`config.mk`:
```
export PLATFORM = sky130hd
export DESIGN_NAME = multicycle_ctrl_flat
export DESIGN_NICKNAME = d
export VERILOG_FILES = /design/src/rtl/multicycle_ctrl_if.sv /design/src/rtl/multicycle_ctrl.sv /design/src/flat_wrapper.sv
export SDC_FILE = /design/constraint.sdc
export NUM_CORES = 1
export LEC_CHECK = 0
export ABC_AREA = 1
export CORE_ASPECT_RATIO = 0.9
export CORE_MARGIN = 2
export CORE_UTILIZATION = 48
export DETAILED_ROUTE_END_ITERATION = 10
export GPL_ROUTABILITY_DRIVEN = 1
export PLACE_DENSITY_LB_ADDON = 0.15
export SLEW_MARGIN = 15
export SYNTH_ARGS = -nofsm -noshare
export SYNTH_HDL_FRONTEND = slang
export SYNTH_SLANG_ARGS = --single-unit
```
`constraint.sdc`:
```
create_clock -name clk -period 4.36 [get_ports clk]
set_clock_uncertainty 0.05 [all_clocks]
set_input_delay 1.09 -clock clk [delete_from_list [all_inputs] [get_ports clk]]
set_output_delay 1.09 -clock clk [all_outputs]
set_load 0.1 [all_outputs]
```
`src/rtl/multicycle_ctrl_if.sv`:
```
// Handshake and control bundle between the multi-cycle sequencer and the memories/datapath.
// master = sequencer side, slave = memory/datapath side.
interface multicycle_ctrl_if;
  logic        imem_req;
  logic        imem_ack;
  logic [31:0] instr;
  logic        dmem_req;
  logic        dmem_we;
  logic        dmem_ack;
  logic [3:0]  ALUop;
  logic        ALUsrc;
  logic        RUWr;
  logic        pc_we;
  logic        halt;
  logic        busy;

  modport master (
    output imem_req, dmem_req, dmem_we, ALUop, ALUsrc, RUWr, pc_we, halt, busy,
    input  imem_ack, instr, dmem_ack
  );

  modport slave (
    input  imem_req, dmem_req, dmem_we, ALUop, ALUsrc, RUWr, pc_we, halt, busy,
    output imem_ack, instr, dmem_ack
  );
endinterface

```
`src/rtl/multicycle_ctrl.sv`:
```
// Multi-cycle RV32I sequencer: FETCH/DECODE/EXEC/MEM/WB with memory timeouts and sticky HALT.
// Optional performance counters are built when MULTICYCLE_PERF_CNT_EN is defined.
module multicycle_ctrl #(
  parameter int unsigned TIMEOUT_CYC = 16,
  parameter int unsigned CNT_W       = 32
) (
  input  logic               clk,
  input  logic               rst_n,
  multicycle_ctrl_if.master  bus
`ifdef MULTICYCLE_PERF_CNT_EN
  ,
  output logic [CNT_W-1:0]   retired_cnt,
  output logic [CNT_W-1:0]   cycle_cnt
`endif
);

  localparam int unsigned WaitW = $clog2(TIMEOUT_CYC + 1);
  localparam logic [WaitW-1:0] WaitLim = WaitW'(TIMEOUT_CYC - 1);

  localparam logic [6:0] OpR     = 7'b0110011;
  localparam logic [6:0] OpIAlu  = 7'b0010011;
  localparam logic [6:0] OpLoad  = 7'b0000011;
  localparam logic [6:0] OpStore = 7'b0100011;

  typedef enum logic [2:0] {
    StIdle, StFetch, StDecode, StExec, StMem, StWb, StHalt
  } state_e;

  typedef enum logic [2:0] {
    ClsIll, ClsR, ClsI, ClsLoad, ClsStore
  } cls_e;

  state_e           state_q, state_d;
  logic [WaitW-1:0] wait_q, wait_d;
  // Only the decode fields {funct7, funct3, opcode} of the instruction are kept.
  logic [16:0]      ir_q, ir_d;

  logic [6:0] opcode;
  logic [2:0] funct3;
  logic [6:0] funct7;
  cls_e       cls;
  logic [3:0] alu_op_dec;
  logic       alu_src_dec;

  logic       imem_req, dmem_req, dmem_we, ru_wr, pc_we, halt, busy, alu_src;
  logic [3:0] alu_op;

  assign opcode = ir_q[6:0];
  assign funct3 = ir_q[9:7];
  assign funct7 = ir_q[16:10];

  always_comb begin
    cls         = ClsIll;
    alu_op_dec  = 4'b0000;
    alu_src_dec = 1'b0;
    case (opcode)
      OpR: begin
        alu_op_dec = {funct7[5], funct3};
        if (funct7 == 7'b0000000 ||
            (funct7 == 7'b0100000 && (funct3 == 3'b000 || funct3 == 3'b101))) begin
          cls = ClsR;
        end
      end
      OpIAlu: begin
        alu_src_dec = 1'b1;
        alu_op_dec  = (funct3 == 3'b101) ? {funct7[5], 3'b101} : {1'b0, funct3};
        if (funct3 == 3'b001) begin
          if (funct7 == 7'b0000000) cls = ClsI;
        end else if (funct3 == 3'b101) begin
          if (funct7 == 7'b0000000 || funct7 == 7'b0100000) cls = ClsI;
        end else begin
          cls = ClsI;
        end
      end
      OpLoad: begin
        alu_src_dec = 1'b1;
        cls         = ClsLoad;
      end
      OpStore: begin
        alu_src_dec = 1'b1;
        cls         = ClsStore;
      end
      default: cls = ClsIll;
    endcase
  end

  always_ff @(posedge clk or negedge rst_n) begin
    if (!rst_n) begin
      state_q <= StIdle;
      wait_q  <= '0;
      ir_q    <= '0;
    end else begin
      state_q <= state_d;
      wait_q  <= wait_d;
      ir_q    <= ir_d;
    end
  end

  always_comb begin
    state_d  = state_q;
    wait_d   = '0;
    ir_d     = ir_q;
    imem_req = 1'b0;
    dmem_req = 1'b0;
    dmem_we  = 1'b0;
    ru_wr    = 1'b0;
    pc_we    = 1'b0;
    halt     = 1'b0;
    busy     = 1'b1;
    alu_op   = 4'b0000;
    alu_src  = 1'b0;
    unique case (state_q)
      StIdle: begin
        busy    = 1'b0;
        state_d = StFetch;
      end
      StFetch: begin
        imem_req = 1'b1;
        if (bus.imem_ack) begin
          ir_d    = {bus.instr[31:25], bus.instr[14:12], bus.instr[6:0]};
          state_d = StDecode;
        end else if (wait_q == WaitLim) begin
          state_d = StHalt;
        end else begin
          wait_d = wait_q + 1'b1;
        end
      end
      StDecode: begin
        state_d = (cls == ClsIll) ? StHalt : StExec;
      end
      StExec: begin
        alu_op  = alu_op_dec;
        alu_src = alu_src_dec;
        state_d = (cls == ClsLoad || cls == ClsStore) ? StMem : StWb;
      end
      StMem: begin
        alu_op  = alu_op_dec;
        alu_src = alu_src_dec;
        // Request drops in the ack cycle so the store's pc_we never overlaps dmem_req.
        dmem_req = !bus.dmem_ack;
        dmem_we  = dmem_req && (cls == ClsStore);
        if (bus.dmem_ack) begin
          if (cls == ClsStore) begin
            pc_we   = 1'b1;
            state_d = StFetch;
          end else begin
            state_d = StWb;
          end
        end else if (wait_q == WaitLim) begin
          state_d = StHalt;
        end else begin
          wait_d = wait_q + 1'b1;
        end
      end
      StWb: begin
        alu_op  = alu_op_dec;
        alu_src = alu_src_dec;
        ru_wr   = 1'b1;
        pc_we   = 1'b1;
        state_d = StFetch;
      end
      StHalt: begin
        busy = 1'b0;
        halt = 1'b1;
      end
      default: begin
        busy    = 1'b0;
        state_d = StHalt;
      end
    endcase
  end

  assign bus.imem_req = imem_req;
  assign bus.dmem_req = dmem_req;
  assign bus.dmem_we  = dmem_we;
  assign bus.ALUop    = alu_op;
  assign bus.ALUsrc   = alu_src;
  assign bus.RUWr     = ru_wr;
  assign bus.pc_we    = pc_we;
  assign bus.halt     = halt;
  assign bus.busy     = busy;

`ifdef MULTICYCLE_PERF_CNT_EN
  logic [CNT_W-1:0] retired_q, cycle_q;

  always_ff @(posedge clk or negedge rst_n) begin
    if (!rst_n) begin
      retired_q <= '0;
      cycle_q   <= '0;
    end else begin
      if (pc_we) retired_q <= retired_q + 1'b1;
      if (state_q != StHalt) cycle_q <= cycle_q + 1'b1;
    end
  end

  assign retired_cnt = retired_q;
  assign cycle_cnt   = cycle_q;
`endif

endmodule

```
`src/flat_wrapper.sv`:
```
// flat-port wrapper written by rule: the top's interface ports become plain ports
module multicycle_ctrl_flat 
#(
  parameter int unsigned TIMEOUT_CYC = 16,
  parameter int unsigned CNT_W       = 32
)
  (clk, rst_n, bus_imem_req, bus_dmem_req, bus_dmem_we, bus_ALUop, bus_ALUsrc, bus_RUWr, bus_pc_we, bus_halt, bus_busy, bus_imem_ack, bus_instr, bus_dmem_ack);
  multicycle_ctrl_if bus_i ();
  input  logic clk;
  input  logic rst_n;
  output wire logic [$bits(bus_i.imem_req)-1:0] bus_imem_req;
  output wire logic [$bits(bus_i.dmem_req)-1:0] bus_dmem_req;
  output wire logic [$bits(bus_i.dmem_we)-1:0] bus_dmem_we;
  output wire logic [$bits(bus_i.ALUop)-1:0] bus_ALUop;
  output wire logic [$bits(bus_i.ALUsrc)-1:0] bus_ALUsrc;
  output wire logic [$bits(bus_i.RUWr)-1:0] bus_RUWr;
  output wire logic [$bits(bus_i.pc_we)-1:0] bus_pc_we;
  output wire logic [$bits(bus_i.halt)-1:0] bus_halt;
  output wire logic [$bits(bus_i.busy)-1:0] bus_busy;
  input wire logic [$bits(bus_i.imem_ack)-1:0] bus_imem_ack;
  input wire logic [$bits(bus_i.instr)-1:0] bus_instr;
  input wire logic [$bits(bus_i.dmem_ack)-1:0] bus_dmem_ack;
  assign bus_imem_req = bus_i.imem_req;
  assign bus_dmem_req = bus_i.dmem_req;
  assign bus_dmem_we = bus_i.dmem_we;
  assign bus_ALUop = bus_i.ALUop;
  assign bus_ALUsrc = bus_i.ALUsrc;
  assign bus_RUWr = bus_i.RUWr;
  assign bus_pc_we = bus_i.pc_we;
  assign bus_halt = bus_i.halt;
  assign bus_busy = bus_i.busy;
  assign bus_i.imem_ack = bus_imem_ack;
  assign bus_i.instr = bus_instr;
  assign bus_i.dmem_ack = bus_dmem_ack;
  multicycle_ctrl #(.TIMEOUT_CYC(TIMEOUT_CYC), .CNT_W(CNT_W)) u_core (.clk(clk), .rst_n(rst_n), .bus(bus_i));
endmodule
```
Yosys cells after proc, flatten, opt, wreduce, memory -nomap -nowiden
Cells that the tools add are included.
W data, S select, Z words.

cells by class
  add/subtract/negate cells = 1
  multiply operators = 0
  div/mod/pow operators = 0
  $lt $le $gt $ge = 0
  equal/unequal tests = 16
  shift-type cells = 0
  muxes and demuxes = 31
  bitwise logic cells = 0
  reduce and logical (&&, ||, !) cells = 16

operator list
  cell                   number
  $eq A7 B6 Y1 const B   3
  $mux W3                6
  $pmux W3 S6            1
  $eq A3 B3 Y1 const B   5
  $mux W5                3
  $mux W1                12
  $pmux W3 S4            1
  $pmux W5 S2            1
  $eq A3 B2 Y1 const B   3
  $logic_not A3 Y1       3
  $mux W4                2
  $pmux W4 S2            1
  $eq A7 B2 Y1 const B   1
  $eq A7 B5 Y1 const B   1
  $logic_not A7 Y1       1
  $eq A3 B1 Y1 const B   2
  $mux W2                3
  $reduce_or A3 Y1       2
  $add A5 B1 Y5 const B  1
  $eq A5 B4 Y1 const B   1
  $reduce_or A5 Y1       1
  $logic_or A1 B1 Y1     4
  $logic_and A1 B1 Y1    2
  $pmux W1 S2            1
  other kinds (3)        3

word-level totals
  register bits = 25
  bits in latches = 0
  bits in writable memories = 0
  memory bits (read-only) = 0
  input bits = 36
  output and inout bits = 12
  word-level logic and storage cells = 67
  memories kept = 0

Logic depth before layout (Yosys ltp)
Gate-level depths: netlist of run 1.

  depth after elaboration = 10
  gate-level depth with buffers = 10
  mapped depth without buffers = 10

Worst setup path before layout of run 1
OpenSTA, ideal clock, no wires.

  path kind = reg2out
  start point = reg u_core.state_q[0]
  end point = out bus_ALUop[0]
  arrival time = 2.964 ns
  required time = 3.220 ns
  path slack = 0.256 ns
  cell stages (with the launch flop) = 7
  buffers on the path = 0
  cell sequence = dfrtp_1 inv_1 nor2_1 nand2_1 nand2_1 nand2_1 nor3_1

between the ends
  longest elaborated chain between the ends = 3
  elaborated cells on any way between the ends = 5
  classes of those cells = 3 x eq/ne; 1 x mux; 1 x reduce/logical

ends and longest elaborated chain
  what                                                 RTL line                text
  start: declaration                                   multicycle_ctrl.sv:33   state_e state_q, state_d;
  start signal: assignment                             multicycle_ctrl.sv:89   state_q <= StIdle;
  start signal: assignment                             multicycle_ctrl.sv:93   state_q <= state_d;
  $eq A3 B2 Y1 / $eq A3 B3 Y1 (equally long branches)  multicycle_ctrl.sv:112  unique case (state_q)
  $reduce_or A3 Y1 (no source line) *                  --
  $mux W4 *                                            multicycle_ctrl.sv:112
  end: declaration                                     flat_wrapper.sv:14      output wire logic [$bits(bus_i.ALUop)-1:0] bus_ALUop;

Mark *: on every way between the ends. The rest lies on a longest branch, timed or not.

Worst setup path in the final report of run 1
  start point = reg u_core.state_q[2]
  end point = out bus_busy

between the ends
  longest elaborated chain between the ends = 3
  elaborated cells on any way between the ends = 7
  classes of those cells = 5 x eq/ne; 1 x mux; 1 x reduce/logical

ends and longest elaborated chain
  what                                  RTL line                text
  $eq A3 B2 Y1 (tied with other cells)  multicycle_ctrl.sv:112
  $reduce_or A5 Y1 (no source line) *   --
  $mux W1 *                             multicycle_ctrl.sv:112
  end: declaration                      flat_wrapper.sv:19      output wire logic [$bits(bus_i.busy)-1:0] bus_busy;

Marks and branches as above.

==> results of run 1 <==
## routing by layer
metal	track usage (%)	vias to the layer above	routed length, um
li1	-	575	-
met1	22.57	531	1123
met2	33.70	24	1348
met3	4.965	2	121
met4	5.556	0	29
met5	0	-	0
## cells in the mapped netlist, drive strengths merged, types with 2 or more instances
library cell  number  share of area (%)
nor3               5                1.9
nand2             23                7.5
a21oi             10                3.7
xor2               2                1.3
buf                3                2.0
nor2              30                9.4
nand4              5                2.3
dfrtp             25                 46
mux2              10                9.7
inv               21                6.0
nand3             14                5.2
## registers in the layout (all words and copies together) (netlist names)
register / flops
u_core.ir_q: 17
u_core.wait_q: 5
u_core.state_q: 3
## path summary, 6_finish.rpt
path,from,to,depth (start not counted),slack (ns)
worst min register to register,u_core.wait_q[0]$_DFF_PN0_,u_core.wait_q[0]$_DFF_PN0_,1,0.42
max in group asynchronous,rst_n,u_core.ir_q[12]$_DFFE_PN0P_,1,3.22
min in group asynchronous,rst_n,u_core.ir_q[8]$_DFFE_PN0P_,1,0.68
worst max-delay path,u_core.state_q[2]$_DFFE_PN0N_,bus_busy,5,0.87
worst min-delay path,u_core.wait_q[0]$_DFF_PN0_,u_core.wait_q[0]$_DFF_PN0_,1,0.42
worst max register to register,u_core.state_q[1]$_DFFE_PN0N_,u_core.ir_q[3]$_DFFE_PN0P_,5,2.77
## cell type report
class,count,area [um2]
clock buffers,3,22.52
multi-input cells,107,616.8
flip-flops and latches,25,625.6
repair buffers,32,295.3
fillers,244,1018
clock inverters,1,5.005
well taps,30,37.54
inverters,21,81.33
## stage by stage
stage               power [mW]  instance area, um2
finish                  0.3555                1684
detailed placement      0.2599                1662
global route            0.3737                1684
global placement        0.2594                1662
floorplan               0.2366                1351
CTS                     0.3615                1689
## worst max-delay path, delay by kind of cell, from the launching register on
family,cells,cell delay [ns]
simple gates,2,0.21
flops,1,0.48
buf+inv,3,1.35
## kinds of logic (layout without fill, tap and decap cells)
family / Yosys count / in the layout
AOI/OAI and AO/OA: 15 / 15
muxes: 10 / 10
and+or+nand+nor: 79 / 79
buffers and inverters: 24 / 57
DFF: 25 / 25
xor gates and xnor gates: 2 / 2
adders and majority gates: 1 / 1
## power by group
group          internal, mW  total, mW  switching, mW
Combinational        0.0152     0.0226        0.00737
Clock                0.0344      0.101         0.0667
Sequential            0.232      0.232              0
Total                 0.281      0.355         0.0741
==> results.json, run 1 <==
{
  "final_max_slew_viol_count": 0,
  "max_clock_freq_mhz": 286.2,
  "postSynth.asyncResetShare_pct": 100.0,
  "outcome": "finished, final reports clean",
  "drt-pass1-iter-count": 4,
  "globalRouteTotalUtil_pct": 18.93,
  "netlist_area_um2": 1351,
  "finalCriticalPeriod_ns": 3.494,
  "element_type_at_the_critical_path_end": "primary output",
  "synth_edf_count": 0,
  "cts_setup_buffers": 0,
  "yosys.cell_types.count": 25,
  "top_cell_by_count_worst_path": "inv_1",
  "crit_path_start_kind": "flop",
  "io_buffers": 32,
  "clock_tree.buffer_depth": 2,
  "yosys.area_share.adder_pct": 0.9259,
  "cts_tree": "built",
  "cts.repair.resized": 0,
  "tightestPinTransition_ns": 0.9654,
  "postRouteWirelength_mm": 2.622,
  "finalWeightedCongestion": 0.8398,
  "slew-limit-headroom_pct": 35.44,
  "postSynthAreaPerCell_um2": 8.662,
  "route.vias.total": 1132,
  "p_per_area_nw_per_um2": 211.1,
  "dpl.cell_count": 215,
  "ctsRootBufferMaster": "clkbuf_4",
  "timing.final.setup_violations": 0,
  "ys_seq_elements": 25,
  "final_common_cell": "nor2_1",
  "main_combinational_cell_family_by_area_after_synthesis": "simple AND/OR/NAND/NOR gates",
  "first_global_vias": 1092,
  "antenna_cells": 0,
  "die-width_um": 59.93,
  "final.setup.tns_ns": 0,
  "via_cell_ratio": 5.169,
  "cts_max_level": 1,
  "hold_ws_ns": 0.4197,
  "post_synth_net_total": 193,
  "path_clk_slew_ns": 0.13,
  "grt_start_max_net_pins": 26,
  "compound_gate_fraction_of_synth_area_pct": 6.481,
  "global_route.overflow_total": 0,
  "antenna_found_initial": 0,
  "area_delta_synth_final_pct": 24.63,
  "final_util_pct": 62.31,
  "timing.critical_path.slowest_stage_cell": "clkdlybuf4s50_1",
  "final_cell_mix": "nor2_1, dfrtp_1, clkdlybuf4s50_1",
  "clk-insertion-delay-late_ns": 0.32,
  "required_arrival_time_at_the_worst_endpoint_ns": 3.22,
  "detailedRoute.firstIterationViolations": 33,
  "die_area_um2": 3256,
  "final_cell_count_no_fill": 219,
  "path_cells": "inv_1 > nor2_1 > inv_1 > nand3_1 > clkdlybuf4s50_1",
  "place_worst_setup_slack_ns": 0.9970,
  "cpPeakStageDelay_ns": 1.13,
  "timing.critical_path.arrival_ns": 2.35,
  "worstSetupPathType": "reg -> out",
  "final_hold_viol_count": 0,
  "synthesis.yosys.warnings": 0,
  "ys_dominant_reg_cell": "dfrtp_1",
  "core_region_area_um2": 2703,
  "timing.critical_path.fanout_max": 5,
  "worst_slack_ns": 0.8662,
  "p_leak_nw": 0.8866,
  "initial_standard_cell_utilization_of_the_core_pct": 50.00,
  "synth_simple_gate_area_share_pct": 27.22,
  "detailedPlacementHpwl_mm": 2.059,
  "grt_first_pass_wirelength_mm": 4.560,
  "drive_above_1_share_pct": 15.87,
  "min_period_over_period_pct": 80.13,
  "dieHeight_um": 54.34,
  "clock_sinks": 25,
  "remaining_drc_errors": 0,
  "worst_ir_drop_vdd_uv": 170.8,
  "nNetsFinal": 227,
  "setup_repair_after_global_routing_missed_its_margin": "false",
  "wire_per_inst_um": 11.97,
  "muxShareOfSynthArea_pct": 9.722,
  "post_cts_hold_buffer_count": 0,
  "seq_area_frac_synth_pct": 46.30,
  "post_synth_xor_area_fraction_pct": 1.296,
  "hold_path.class": "reg -> reg",
  "pin_count": 48,
  "drt.antenna.violating_nets": 0,
  "rows": 18,
  "netlist_instances": 156,
  "cts_made_buffers": 3,
  "max_capacitance_violation_total": 0
}
(Power assumes the default switching activity.)
==> run 2: changes to the inputs <==
--- a/config.mk
+++ b/config.mk
@@ -8,7 +8,7 @@
 export ABC_AREA = 1
 export CORE_ASPECT_RATIO = 0.9
 export CORE_MARGIN = 2
-export CORE_UTILIZATION = 48
+export CORE_UTILIZATION = 40
 export DETAILED_ROUTE_END_ITERATION = 10
 export GPL_ROUTABILITY_DRIVEN = 1
 export PLACE_DENSITY_LB_ADDON = 0.15
==> constraint.sdc (replaced) <==
create_clock -name clk -period 3.12 [get_ports clk]
set_clock_uncertainty 0.05 [all_clocks]
set_input_delay 0.78 -clock clk [delete_from_list [all_inputs] [get_ports clk]]
set_output_delay 0.78 -clock clk [all_outputs]
set_load 0.1 [all_outputs]
==> run 2 against run 1 <==
Flip-flop and latch count stayed put. Global-route usage decreased by 2.9 points. Clock-buffer cell count stayed put. First-iteration DRC count rose by 130%. Routed wire length is 2.4% higher. Largest cell class unchanged.
==> results.json, run 2 (synthesis results as in run 1) <==
{
  "outcome": "finished, final reports clean",
  "timing.critical_path.arrival_ns": 2.00,
  "wire_per_inst_um": 11.47,
  "tightestPinTransition_ns": 0.3654,
  "drive_above_1_share_pct": 18.95,
  "remaining_drc_errors": 0,
  "route.vias.total": 1166,
  "path_clk_slew_ns": 0.09,
  "die_area_um2": 3860,
  "element_type_at_the_critical_path_end": "primary output",
  "route.met3.wl_um": 126,
  "final_hold_viol_count": 0,
  "die-width_um": 65.27,
  "via_cell_ratio": 4.983,
  "final_cell_mix": "nor2_1, dfrtp_1, nand2_1",
  "drt-pass1-iter-count": 4,
  "hold_ws_ns": 0.4175,
  "cts_made_buffers": 3,
  "required_arrival_time_at_the_worst_endpoint_ns": 2.29,
  "min_period_over_period_pct": 90.56,
  "largest-register": "u_core.ir_q",
  "cpPeakStageDelay_ns": 0.50,
  "final_common_cell": "nor2_1",
  "core_region_area_um2": 3303,
  "io_buffers": 32,
  "finalWeightedCongestion": 0.9302,
  "grt_first_pass_wirelength_mm": 4.747,
  "area_delta_synth_final_pct": 34.72,
  "finalCriticalPeriod_ns": 2.825,
  "worst_ir_drop_vdd_uv": 308.7,
  "total_power_consumption_mw": 0.5631,
  "clock_tree.buffer_depth": 2,
  "hold_path.class": "reg -> reg",
  "dieHeight_um": 59.14,
  "p_leak_nw": 0.9243,
  "final_util_pct": 55.11,
  "initial_standard_cell_utilization_of_the_core_pct": 40.91,
  "global_route.overflow_total": 0,
  "clock_sinks": 25,
  "top_layer": "met4",
  "grt_start_max_net_pins": 26,
  "timing.critical_path.slowest_stage_cell": "dfrtp_1",
  "detailedPlacementHpwl_mm": 2.095,
  "sum_of_routed_wire_segments_on_met1_mm": 1.186,
  "max_capacitance_violation_total": 0,
  "hold_path.startpoint": "u_core.wait_q[0]$_DFF_PN0_",
  "detailedRoute.firstIterationViolations": 76,
  "globalRouteTotalUtil_pct": 16.05,
  "pin_count": 48,
  "p_per_area_nw_per_um2": 309.3,
  "slew-limit-headroom_pct": 75.46,
  "path_cells": "inv_1 > nor2_1 > nand2_1 > nand2_1 > nand2_1 > nor3_1 > buf_12",
  "largest_register_ffs": 17,
  "ctsRootBufferMaster": "clkbuf_8",
  "cts_max_level": 1,
  "registers_with_the_most_flip_flops": "u_core.ir_q x17, u_core.wait_q x5, u_core.state_q x3",
  "nNetsFinal": 228,
  "final_max_slew_viol_count": 0,
  "cts_tree": "built",
  "antenna_cells": 0,
  "worst_r2r_startpoint": "u_core.state_q[1]$_DFFE_PN0N_",
  "antenna_found_initial": 0,
  "clk-insertion-delay-late_ns": 0.27,
  "final_design_area_no_fill_um2": 1821,
  "rows": 20,
  "top_cell_by_count_worst_path": "nand2_1",
  "first_global_vias": 1118,
  "final.setup.tns_ns": 0,
  "wl_met2_mm": 1.330,
  "post_cts_hold_buffer_count": 0,
  "postRouteWirelength_mm": 2.684,
  "crit_path_start_kind": "flop",
  "setup_repair_after_global_routing_missed_its_margin": "false",
  "worstSetupPathType": "reg -> out",
  "startpoint": "u_core.state_q[0]$_DFFE_PN0N_",
  "max_clock_freq_mhz": 353.9,
  "placedInstanceArea_um2": 1770,
  "cts.repair.resized": 0,
  "cts_setup_buffers": 0,
  "timing.critical_path.fanout_max": 6,
  "drt.antenna.violating_nets": 0,
  "timing.final.setup_violations": 0
}
[run 2: report_power, final]
| group | internal, mW | switching (mW) | total (mW) | leakage (nW) |
|---|---|---|---|---|
| registers | 0.324 | 0 | 0.324 | 0.302 |
| logic | 0.0227 | 0.0107 | 0.0335 | 0.596 |
| clock network | 0.0938 | 0.112 | 0.206 | 0.0261 |
[run 2: per-layer routing]
layer | vias up | GRT usage (%)
li1 | 579 | -
met1 | 546 | 20.53
met2 | 35 | 26.53
met3 | 6 | 3.992
met4 | 0 | 5.952
met5 | - | 0
[run 2: through the flow]
stage / cells / setup slack, ns
floorplan: 156 / -0.6736
global route: 234 / 0.1005
finish: 234 / 0.2947
detailed placement: 230 / 0.3932
CTS: 234 / 0.2907
global placement: 230 / 0.3919
[run 2: path summary, 6_finish.rpt]
check	endpoint	slack, ns	cells past startpoint
setup reg to reg	u_core.ir_q[1]$_DFFE_PN0P_	1.56	5
setup / recovery	bus_ALUop[0]	0.29	7
hold / removal	u_core.wait_q[0]$_DFF_PN0_	0.42	1
hold reg to reg	u_core.wait_q[0]$_DFF_PN0_	0.42	1
min in group asynchronous	u_core.ir_q[5]$_DFFE_PN0P_	0.81	2
max in group asynchronous	u_core.wait_q[4]$_DFF_PN0_	1.97	2
[run 2: cell type report]
cell class | instances | area (um2)
Fill cell | 323 | 1483
Tap cell | 44 | 55.05
Timing Repair Buffer | 33 | 385.4
Clock buffer | 3 | 41.29
Inverter | 21 | 81.33
Clock inverter | 1 | 8.758
Multi-Input combinational cell | 107 | 623.1
Sequential cell | 25 | 625.6
[run 2: worst max-delay path, delay by kind of cell, from the launching register on]
kind / cells / cell delay (ns)
buf+inv: 2 / 0.35
flops: 1 / 0.50
simple gates: 5 / 0.88
==> run 3: changes to the inputs <==
--- a/config.mk
+++ b/config.mk
@@ -12,6 +12,7 @@
 export DETAILED_ROUTE_END_ITERATION = 10
 export GPL_ROUTABILITY_DRIVEN = 1
 export PLACE_DENSITY_LB_ADDON = 0.15
+export SETUP_SLACK_MARGIN = 0.3
 export SLEW_MARGIN = 15
 export SYNTH_ARGS = -nofsm -noshare
 export SYNTH_HDL_FRONTEND = slang
==> run 3 against run 2 <==
Final area rose by 1.9%. Clock power shrank 10%. Non-clock buffer count did not move. Clock-buffer cell count is 1 higher. Sequential power about the same.
==> results.json, run 3 (synthesis results as in run 1) <==
{
  "outcome": "finished, final reports clean",
  "remaining_drc_errors": 0,
  "route.vias.total": 1120,
  "tightestPinTransition_ns": 0.3251,
  "cts_setup_buffers": 0,
  "drt.antenna.violating_nets": 0,
  "path_buf_inv": 3,
  "globalRouteMet1Util_pct": 20.69,
  "power_frac_seq_pct": 59.7,
  "required_arrival_time_at_the_worst_endpoint_ns": 2.29,
  "wire_per_inst_um": 12.18,
  "clk-insertion-delay-late_ns": 0.26,
  "finalCriticalPeriod_ns": 2.737,
  "antenna_found_initial": 0,
  "grt_use_met3_pct": 3.802,
  "slew-limit-headroom_pct": 78.05,
  "timing.critical_path.slowest_stage_cell": "clkdlybuf4s50_1",
  "cts_made_buffers": 3,
  "die-width_um": 65.27,
  "internal_cell_power_mw": 0.4376,
  "timing.final.setup_violations": 0,
  "nNetsFinal": 228,
  "final_cell_count_no_fill": 234,
  "startpoint": "bus_dmem_ack",
  "drive_above_1_share_pct": 22.11,
  "post_cts_hold_buffer_count": 0,
  "globalRouteMet2Util_pct": 27.99,
  "postRouteWirelength_mm": 2.849,
  "hold_path.class": "reg -> reg",
  "detailedPlacementHpwl_mm": 2.199,
  "worstSetupPathType": "in -> out",
  "clock_tree.buffer_depth": 2,
  "grt_start_max_net_pins": 26,
  "timing.critical_path.arrival_ns": 1.91,
  "io_buffers": 32,
  "max_clock_freq_mhz": 365.4,
  "via_cell_ratio": 4.786,
  "first_global_vias": 1096,
  "comb_power_share_pct": 6.2,
  "global_route.overflow_total": 0,
  "max_capacitance_violation_total": 0,
  "element_type_at_the_critical_path_end": "primary output",
  "p_sw_share_pct": 19.28,
  "path_cells": "clkdlybuf4s50_1 > nor2_4 > inv_2 > nor2_2 > buf_12",
  "min_period_over_period_pct": 87.72,
  "path_clk_slew_ns": 0.07,
  "rows": 20,
  "p_leak_nw": 0.9367,
  "crit_path_start_kind": "input port",
  "largest_register_ffs": 17,
  "hold_path.startpoint": "u_core.wait_q[0]$_DFF_PN0_",
  "final.setup.tns_ns": 0,
  "globalRouteTotalUtil_pct": 16.13,
  "final_util_pct": 56.14,
  "timing.critical_path.fanout_max": 3,
  "detailedRoute.firstIterationViolations": 58,
  "ctsRootBufferMaster": "clkbuf_8",
  "final_hold_viol_count": 0,
  "cts_tree": "built",
  "area_delta_synth_final_pct": 37.22,
  "clock_power_share_pct": 34.1,
  "initial_standard_cell_utilization_of_the_core_pct": 40.91,
  "worst_ir_drop_vdd_uv": 348.2,
  "setup_repair_after_global_routing_missed_its_margin": "false",
  "worst_r2r_startpoint": "u_core.state_q[2]$_DFFE_PN0N_",
  "dieHeight_um": 59.14,
  "finalWeightedCongestion": 0.9281,
  "core_region_area_um2": 3303,
  "clock_sinks": 25,
  "largest-register": "u_core.ir_q",
  "drt-pass1-iter-count": 4,
  "die_area_um2": 3860,
  "grt_busiest_layer": "met2",
  "grt_first_pass_wirelength_mm": 4.761,
  "cpPeakStageDelay_ns": 0.50,
  "cts_max_level": 1,
  "antenna_cells": 0,
  "pin_count": 48,
  "p_per_area_nw_per_um2": 292.3,
  "registers_with_the_most_flip_flops": "u_core.ir_q x17, u_core.wait_q x5, u_core.state_q x3",
  "crit_path_max_delay_family": "buffers and inverters",
  "final_common_cell": "nor2_1",
  "final_max_slew_viol_count": 0,
  "final_cell_mix": "nor2_1, dfrtp_1, nand2_1",
  "hold_ws_ns": 0.4187,
  "dpl.cell_count": 230,
  "power.net_switching_mw": 0.1045
}
==> run 3: cell count changes in the layout (fill, tap and decap cells not counted), sizes merged <==
| cell | previous run | this run |
|---|---|---|
| clkbuf | 3 | 4 |
| inv | 22 | 21 |
==> run 3: what timing repair did <==
action,4_1_cts,5_1_grt
setup endpoints to repair,0,5
gates resized for setup,0,2
endpoints found under the hold margin,0,0
==> run 3: final timing paths <==
kind / endpoint / slack [ns] / cells past startpoint
setup / recovery: bus_dmem_we / 0.38 / 5
hold / removal: u_core.wait_q[0]$_DFF_PN0_ / 0.42 / 1
setup reg to reg: u_core.wait_q[0]$_DFF_PN0_ / 1.58 / 8
hold reg to reg: u_core.wait_q[0]$_DFF_PN0_ / 0.42 / 1
max in group asynchronous: u_core.state_q[1]$_DFFE_PN0N_ / 1.95 / 2
min in group asynchronous: u_core.ir_q[8]$_DFFE_PN0P_ / 0.82 / 2
==> run 3: routing by layer <==
metal / vias up / routed length, um / share of wire (%)
li1: 582 / - / -
met3: 2 / 157 / 5.5
met2: 28 / 1338 / 47
met4: 0 / 17 / 0.60
met1: 508 / 1335 / 47
met5: - / 0 / 0
==> run 3: through the flow <==
stage	setup slack (ns)	total power, mW	area, um2
2_1_floorplan	0.09713	0.3306	1380
3_3_place_gp	0.4161	0.3639	1805
3_5_place_dp	0.3887	0.3647	1805
4_1_cts	0.3620	0.5539	1851
5_1_grt	0.2962	0.5718	1854
6_report	0.3832	0.5421	1854
==> run 3: cell type report <==
class / instances / area [um2]
Clock buffer: 4 / 45.04
Multi-Input combinational cell: 107 / 648.1
Timing Repair Buffer: 33 / 397.9
Fill cell: 307 / 1449
Sequential cell: 25 / 626.9
Inverter: 21 / 81.33
Tap cell: 44 / 55.05
==> run 3: power by group through the flow <==
stage / Clock [mW] / Combinational (mW) / Sequential (mW)
3_5_place_dp: 0 / 0.0345 / 0.330
2_1_floorplan: 0 / 0.000324 / 0.330
4_1_cts: 0.196 / 0.0346 / 0.324
3_3_place_gp: 0 / 0.0338 / 0.330
6_report: 0.185 / 0.0336 / 0.324
5_1_grt: 0.212 / 0.0365 / 0.324
==> run 3: worst reg2reg max path, delay by kind of cell (launching register included) <==
kind | cells | cell delay (ns)
DFF | 1 | 0.49
and+or+nand+nor | 5 | 0.61
buffers and inverters | 3 | 0.32
